[src/rtl/seq_det_pkg.sv]
// Shared types for the serial pattern-detection controller.
package seq_det_pkg;

    typedef enum logic [1:0] {
        IDLE  = 2'd0,
        WAIT  = 2'd1,
        SHIFT = 2'd2,
        DONE  = 2'd3
    } seq_state_t;

endpackage

[src/rtl/seq_match_core.sv]
// Bit-serial pattern matcher: history shift register, fill guard, masked
// compare against the active pattern bits, and optional history clear on a hit.
module seq_match_core #(
    parameter int unsigned PAT_MAX = 4,
    parameter int unsigned LEN_W   = $clog2(PAT_MAX + 1)
) (
    input  logic               clk,
    input  logic               rst,
    input  logic               clear_i,
    input  logic               bit_i,
    input  logic               bit_valid_i,
    input  logic [PAT_MAX-1:0] pattern_i,
    input  logic [LEN_W-1:0]   len_i,
    input  logic               overlap_en_i,
    output logic               hit_c
);

    logic [PAT_MAX-1:0] hist_q, hist_d, hist_n, mask;
    logic [LEN_W-1:0]   fill_q, fill_d, fill_n;

    always_comb begin
        hist_n = PAT_MAX'({hist_q, bit_i});
        fill_n = (fill_q >= LEN_W'(PAT_MAX)) ? fill_q : fill_q + LEN_W'(1);
        mask   = '0;
        for (int unsigned i = 0; i < PAT_MAX; i++) begin
            mask[i] = (i < 32'(len_i));
        end
        // Fill guard keeps reset/cleared zeros in the history from matching.
        hit_c  = bit_valid_i && (len_i != '0) && (fill_n >= len_i) &&
                 (((hist_n ^ pattern_i) & mask) == '0);
        hist_d = hist_q;
        fill_d = fill_q;
        if (clear_i) begin
            hist_d = '0;
            fill_d = '0;
        end else if (bit_valid_i) begin
            hist_d = hist_n;
            fill_d = (hit_c && !overlap_en_i) ? '0 : fill_n;
        end
    end

    always_ff @(posedge clk or posedge rst) begin
        if (rst) begin
            hist_q <= '0;
            fill_q <= '0;
        end else begin
            hist_q <= hist_d;
            fill_q <= fill_d;
        end
    end

endmodule

[src/rtl/seq_det_ctrl.sv]
// Word-to-bit stream controller: accepts words over valid/ready, shifts them
// MSB-first into the matcher, counts matches and reports job completion.
module seq_det_ctrl
    import seq_det_pkg::*;
#(
    parameter int unsigned DATA_W  = 8,
    parameter int unsigned PAT_MAX = 4,
    parameter int unsigned CNT_W   = 8,
    parameter int unsigned LEN_W   = $clog2(PAT_MAX + 1)
) (
    input  logic               clk,
    input  logic               rst,
    input  logic               start,
    input  logic [PAT_MAX-1:0] cfg_pattern,
    input  logic [LEN_W-1:0]   cfg_len,
    input  logic               overlap_en,
    input  logic               s_valid,
    input  logic [DATA_W-1:0]  s_data,
    input  logic               s_last,
    output logic               s_ready,
    output logic               match,
    output logic [CNT_W-1:0]   match_count,
    output logic               busy,
    output logic               done
);

    localparam int unsigned IDX_W = (DATA_W > 1) ? $clog2(DATA_W) : 1;

    seq_state_t         state_q, state_d;
    logic [DATA_W-1:0]  sreg_q, sreg_d;
    logic [IDX_W-1:0]   idx_q, idx_d;
    logic               last_q, last_d;
    logic [PAT_MAX-1:0] pat_q, pat_d;
    logic [LEN_W-1:0]   len_q, len_d;
    logic               ovl_q, ovl_d;
    logic               match_q, match_d;
    logic [CNT_W-1:0]   cnt_q, cnt_d;
    logic               ready_q, ready_d;
    logic               busy_q, busy_d;
    logic               done_q, done_d;
    logic               job_start, bit_valid, hit;

    assign job_start = (state_q == IDLE) && start;
    assign bit_valid = (state_q == SHIFT);

    seq_match_core #(
        .PAT_MAX (PAT_MAX),
        .LEN_W   (LEN_W)
    ) u_core (
        .clk          (clk),
        .rst          (rst),
        .clear_i      (job_start),
        .bit_i        (sreg_q[DATA_W-1]),
        .bit_valid_i  (bit_valid),
        .pattern_i    (pat_q),
        .len_i        (len_q),
        .overlap_en_i (ovl_q),
        .hit_c        (hit)
    );

    always_comb begin
        state_d = state_q;
        sreg_d  = sreg_q;
        idx_d   = idx_q;
        last_d  = last_q;
        pat_d   = pat_q;
        len_d   = len_q;
        ovl_d   = ovl_q;
        cnt_d   = cnt_q;
        match_d = 1'b0;
        case (state_q)
            IDLE: begin
                if (start) begin
                    pat_d   = cfg_pattern;
                    len_d   = (cfg_len > LEN_W'(PAT_MAX)) ? LEN_W'(PAT_MAX) : cfg_len;
                    ovl_d   = overlap_en;
                    cnt_d   = '0;
                    state_d = WAIT;
                end
            end
            WAIT: begin
                if (s_valid && ready_q) begin
                    sreg_d  = s_data;
                    last_d  = s_last;
                    idx_d   = '0;
                    state_d = SHIFT;
                end
            end
            SHIFT: begin
                sreg_d  = sreg_q << 1;
                match_d = hit;
                if (hit && (cnt_q != '1)) begin
                    cnt_d = cnt_q + CNT_W'(1);
                end
                idx_d = idx_q + IDX_W'(1);
                if (idx_q == IDX_W'(DATA_W - 1)) begin
                    state_d = last_q ? DONE : WAIT;
                end
            end
            DONE:    state_d = IDLE;
            default: state_d = IDLE;
        endcase
        // Flags are registered from the next state so they line up with it.
        ready_d = (state_d == WAIT);
        busy_d  = (state_d != IDLE);
        done_d  = (state_d == DONE);
    end

    always_ff @(posedge clk or posedge rst) begin
        if (rst) begin
            state_q <= IDLE;
            sreg_q  <= '0;
            idx_q   <= '0;
            last_q  <= 1'b0;
            pat_q   <= '0;
            len_q   <= '0;
            ovl_q   <= 1'b0;
            match_q <= 1'b0;
            cnt_q   <= '0;
            ready_q <= 1'b0;
            busy_q  <= 1'b0;
            done_q  <= 1'b0;
        end else begin
            state_q <= state_d;
            sreg_q  <= sreg_d;
            idx_q   <= idx_d;
            last_q  <= last_d;
            pat_q   <= pat_d;
            len_q   <= len_d;
            ovl_q   <= ovl_d;
            match_q <= match_d;
            cnt_q   <= cnt_d;
            ready_q <= ready_d;
            busy_q  <= busy_d;
            done_q  <= done_d;
        end
    end

    assign s_ready     = ready_q;
    assign match       = match_q;
    assign match_count = cnt_q;
    assign busy        = busy_q;
    assign done        = done_q;

endmodule
[config.mk]
export PLATFORM = sky130hd
export DESIGN_NAME = seq_det_ctrl
export DESIGN_NICKNAME = d
export VERILOG_FILES = /design/src/rtl/seq_det_pkg.sv /design/src/rtl/seq_match_core.sv /design/src/rtl/seq_det_ctrl.sv
export SDC_FILE = /design/constraint.sdc
export NUM_CORES = 1
export LEC_CHECK = 0
export ABC_AREA = 1
export CAP_MARGIN = 10
export CORE_MARGIN = 1
export CORE_UTILIZATION = 48
export DETAILED_ROUTE_END_ITERATION = 8
export PLACE_DENSITY = 0.75
export SETUP_SLACK_MARGIN = 0.15
export SLEW_MARGIN = 15
export SYNTH_ARGS = -nofsm -noshare
export SYNTH_HDL_FRONTEND = slang
export SYNTH_SLANG_ARGS = --single-unit
[constraint.sdc]
create_clock -name clk -period 1.8 [get_ports clk]
set_clock_uncertainty 0.1 [all_clocks]
set_input_delay 0.36 -clock clk [delete_from_list [all_inputs] [get_ports clk]]
set_output_delay 0.36 -clock clk [all_outputs]
set_load 0.1 [all_outputs]
# After elaboration in Yosys (flattened, before gate mapping)
# Cells that the tools add are included.
# totals
wordCells	75
in_bits	21
reg_bits	40
output_inout_bits	12
# op_classes
reduce_logical	19
n_mux	20
order_cmp	7
bitwise_logic	2
n_eq_ne	10
n_addsub	3
# op_table
op	n
one-hot mux 8 bit (2 select lines)	2
2-to-1 mux 3 bit	8
2-to-1 mux 8 bit	3
adder 8 x 1 -> 8 bit, second input constant	1
2-to-1 mux 2 bit	4
inequality test 8 bit, second input constant	1
one-hot mux 2 bit (4 select lines)	1
nonzero test 2 bit	4
logical AND 1 bit	7
adder 3 x 1 -> 3 bit, second input constant	2
== test 2 bit, second input constant	3
< comparator 1 x 3 -> 1 bit, first input constant	2
< comparator 2 x 3 -> 1 bit, first input constant	2
inequality test 2 bit, second input constant	3
one-hot mux 3 bit (2 select lines)	1
AND reduction 2 bit	3
AND 4 bit	1
== test 2 x 1 -> 1 bit, second input constant	2
logical NOT 4 bit	1
bitwise XOR 4 bit	1
== test 3 bit, second input constant	1
greater-or-equal comparator 3 bit	1
greater-or-equal comparator 3 bit, second input constant	1
> comparator 3 bit, second input constant	1
other kinds (5)	5

# Longest topological paths before layout
# logic_depth
word_depth	9
mapped_depth	15
ltp_nobuf	15

# By module
# Synthesis repeated with hierarchy kept, for this count alone.
# hier_totals
hier_cells	270
hier_area_um2	2172.1
# modules_own_cells
module	cells_per_inst	instances	area_each_um2	seq_area_each_um2
seq_det_ctrl	187	1	1650.3	850.8
seq_match_core	83	1	521.8	150.1

# Least setup slack after synthesis
# No wires, ideal clock.
# synth_timing
path_kind	reg2reg
from	register cnt_q[0] (netlist: match_count[0])
to	register cnt_q[0] (netlist: match_count[0])
setup_slack_ps	-492
setup_time_ps	121
path_buffers	0
stages_incl_launch_ff	9
required_time_ps	1579
period_less_slack_ps	2292
arrival_time_ps	2071
cell_sequence	dfrtp_1 > ha_1 > nand2_2 > nor3_2 > nand3_2 > nand3_4 > nand2_4 > nand2_1 > nand2_1
# synth_between
elab_chain_len	4
word_cells_on_any_way	7
classes_between	add/sub (1); eq/ne (2); mux (2); reduce/logical (2)
# synth_rtl
element	line	source
start, declared	seq_det_ctrl.sv:37	logic [CNT_W-1:0] cnt_q, cnt_d;
start signal, assigned	seq_det_ctrl.sv:132	cnt_q <= cnt_d;
branches (longest 4 deep; another with adder 8 x 1 -> 8 bit)	--	
# Several ways; the timed one is not identified. The select of a mux whose other input is x is not followed.
# A chain may end at the register's enable or synchronous reset.

# Final worst setup path
# layout_timing
from	register u_core.fill_q[0]
to	register u_core.fill_q[0]
# layout_between
elab_chain_len	9
word_cells_on_any_way	10
classes_between	add/sub (1); order compare (2); mux (4); reduce/logical (3)
# layout_rtl
element	line	source
start, declared	seq_match_core.sv:19	logic [LEN_W-1:0] fill_q, fill_d, fill_n;
start signal, assigned	seq_match_core.sv:48	fill_q <= fill_d;
adder 3 x 1 -> 3 bit / greater-or-equal comparator 3 bit (equally long branches)	seq_match_core.sv:23	fill_n = (fill_q >= LEN_W'(PAT_MAX)) ? fill_q : fill_q + LEN_W'(1);
2-to-1 mux 3 bit (*)	seq_match_core.sv:23	
greater-or-equal comparator 3 bit	seq_match_core.sv:29	hit_c = bit_valid_i && (len_i != '0) && (fill_n >= len_i) &&
logical AND 1 bit (2 in series)	seq_match_core.sv:29	
logical AND 1 bit	seq_match_core.sv:38	fill_d = (hit_c && !overlap_en_i) ? '0 : fill_n;
2-to-1 mux 3 bit (*)	seq_match_core.sv:38	
2-to-1 mux 3 bit (*)	seq_match_core.sv:36	end else if (bit_valid_i) begin
2-to-1 mux 3 bit (*)	seq_match_core.sv:33	if (clear_i) begin
# Every way passes the cells marked *; elsewhere a longest branch is shown, timed or not. The select of a mux whose other input is x is not followed.

==> impl_metrics.toml <==
[run_status]
violations = "negative setup slack"
outcome = "finished with violations"

[critical_path]
crit_path_end_kind = "flip-flop"
cp.required_ns = 1.92
path_class = "flip-flop to flip-flop"
startpoint_type = "flip-flop"
cp_max_fo = 3
arrival_ns = 2.38

[clock_tree]
htree_levels = 2
ctsHoldBuffers = 0
clk_pin_slew_worst_paths_ns = 0.08
clock-sinks = 40
clk_latency_ns = 0.30
cts-root-buf = "clkbuf_8"
cts_buffer_depth = 2
cts_buffers = 5
cts_tree = "yes"

[synthesis]
seq_area_frac_synth_pct = 47.7
ys_top_cells_by_area = "dfrtp_1, nand2_1, inv_1"
postSynthCellCount = 243
synth_top_area_cell = "dfrtp_1"
syn-cell-area_um2 = 2100
ys_types = 34
synth_top_area_share_pct = 47.7
synth_seq_cells = 40
syn_area_per_cell_um2 = 8.63
syn_nets = 272
yosysWarnings = 0

[grt]
grt_max_degree = 41
antenna_found_initial = 0
grt_pass1_vias = 1791
grt_usage_pct = 23.7
grt_pass1_wl_um = 8050
grt_overflow = 0

[final_layout]
layout_commonest_cell = "nand2_1"
antennaDiodeCount = 0
fin_nets = 333
syn2layout_area_growth_pct = 42.3
layout_common_cells = "nand2_1, dfrtp_1, inv_1, buf_4, nor2_1"
drive_above_1_share_pct = 32.8
final_cells = 355

[drt]
drcViolationCount = 0
post_drt_wl_per_cell_um = 13.8
final_antenna_net_count = 0
wl_um = 4900
drt-initial-drc-count = 115
firstDrtPassIters = 4
detail_route.vias_per_cell = 5.26
dr_total_vias = 1868

[floorplanning]
row_count = 23
start_util_pct = 51.3
fp.dieW_um = 68.1
die-height_um = 68.1
io_pins = 33
core-area_um2 = 4090
die_area_um2 = 4640

[timing]
slew_headroom_pct = 77.5
grt_setup_unrepaired = "true"
tightest_slew_ns = 0.337
setup_violations = 12
period_share_pct = 125
setup_slack_ns = -0.458
fmax_mhz = 443
drv_slew = 0
layout_min_cycle_time_ns = 2.26
finalHoldViolCount = 0
whs_ns = 0.300

[placement]
gp_congestion = 0.829
place_ws_ns = -0.360
place_inst = 332
post-dp-hpwl_um = 3170
port_buffers = 32

[pwr]
total_power_mw = 4.23
power.density_nw_per_um2 = 1420
p_leak_nw = 1.42
irDropWorstVdd_uv = 1100

[worst_hold_path]
holdCritPathClass = "input port to asynchronous set/reset pin"

[job]
cap_violations = 0
==> what timing repair did <==
item,in CTS,in global routing
setup endpoints to repair,12,14
gates cloned,1,0
gates resized for setup,5,19
pin swaps,8,11
setup buffers,12,2
==> layout make-up <==
type | count | area, um2
clock buffer | 7 | 76.3
clock inverter | 1 | 5.00
fill | 317 | 1100
inverter | 32 | 120
multi-input combinational | 166 | 1050
sequential | 40 | 1010
tap | 50 | 62.6
timing repair buffer | 59 | 659
==> stage by stage <==
stage,area (um2),utilization (%),setup TNS (ns)
final,2990,73.1,-4.60
after global routing,2990,73.1,-6.02
after CTS,2890,70.7,-3.69
after detailed placement,2700,66.0,-3.95
after global placement,2700,66.0,-2.48
after floorplan,2130,-,-1.20
==> critical path: stages, from the launching register on <==
cell and delay (ns):
dfrtp_1 0.39, inv_1 0.10, buf_4 0.14, buf_4 0.13
buf_4 0.13, buf_4 0.12, buf_4 0.12, buf_4 0.12
buf_4 0.12, buf_4 0.12, buf_4 0.13, buf_4 0.12
buf_4 0.12, buf_4 0.12, o21ai_2 0.12
==> flip-flops by register name, summed over array words and instances, names as in the netlist, 2 cells and up <==
signal	flops
match_count	8
pat_q	4
len_q	3
u_core.fill_q	3
idx_q	3
sreg_q	8
state_q	2
u_core.hist_q	3
==> cell families (layout without fill, tap and decap cells) <==
family	after synthesis	in the layout	synth area share, %
and+or+nand+nor	129	130	29.3
DFF	40	40	47.7
buffers and inverters	38	99	8.05
AOI/OAI and AO/OA	24	24	8.47
adders and majority gates	8	8	4.77
xor gates and xnor gates	4	4	1.67
==> metal layers <==
metal	track usage (%)	routed length, um	vias up
li1	-	-	903
met1	29.9	2050	890
met3	6.17	322	11
met4	10.2	104	0
met5	0	0	-
met2	38.2	2420	64
==> synth_stat cells <==
cell and count:
xor2_1 3, nor3b_1 1, a211oi_1 1, a221oi_1 5, and2_1 1, o22ai_1 3
nand3_2 1, nand3_1 15, inv_2 5, nand3_4 1, or2_2 1, nor3_1 8
nor2_4 4, ha_1 8, a21oi_2 1, o21ai_1 2, buf_2 3, nor2_1 23
nor3_2 2, nand2_2 5, dfrtp_1 40, nor2_2 2, nand2_4 1, a22o_1 2
nand2_1 62, a221oi_2 1, buf_6 3, o21ai_0 6, xnor2_1 1, or2_1 1
a21oi_4 1, inv_1 27, a21oi_1 2, nand3b_1 1
==> where the power goes <==
group | switching [mW] | total, mW | internal (mW) | leakage (nW)
Sequential | 0.198 | 1.40 | 1.21 | 0.494
Combinational | 1.32 | 2.24 | 0.916 | 0.880
Clock | 0.310 | 0.583 | 0.272 | 0.0422
==> final timing paths <==
check / slack, ns / endpoint / startpoint / cells past startpoint
worst min register to register: 0.38 / ovl_q / ovl_q / 2
worst max register to register: -0.46 / u_core.fill_q[0] / u_core.fill_q[0] / 14
worst max-delay path: -0.46 / u_core.fill_q[0] / u_core.fill_q[0] / 14
max in group asynchronous: 1.07 / match_count[3] / rst / 3
worst min-delay path: 0.30 / done / rst / 3
min in group clk: 0.38 / ovl_q / ovl_q / 2
(Power assumes the default switching activity.)
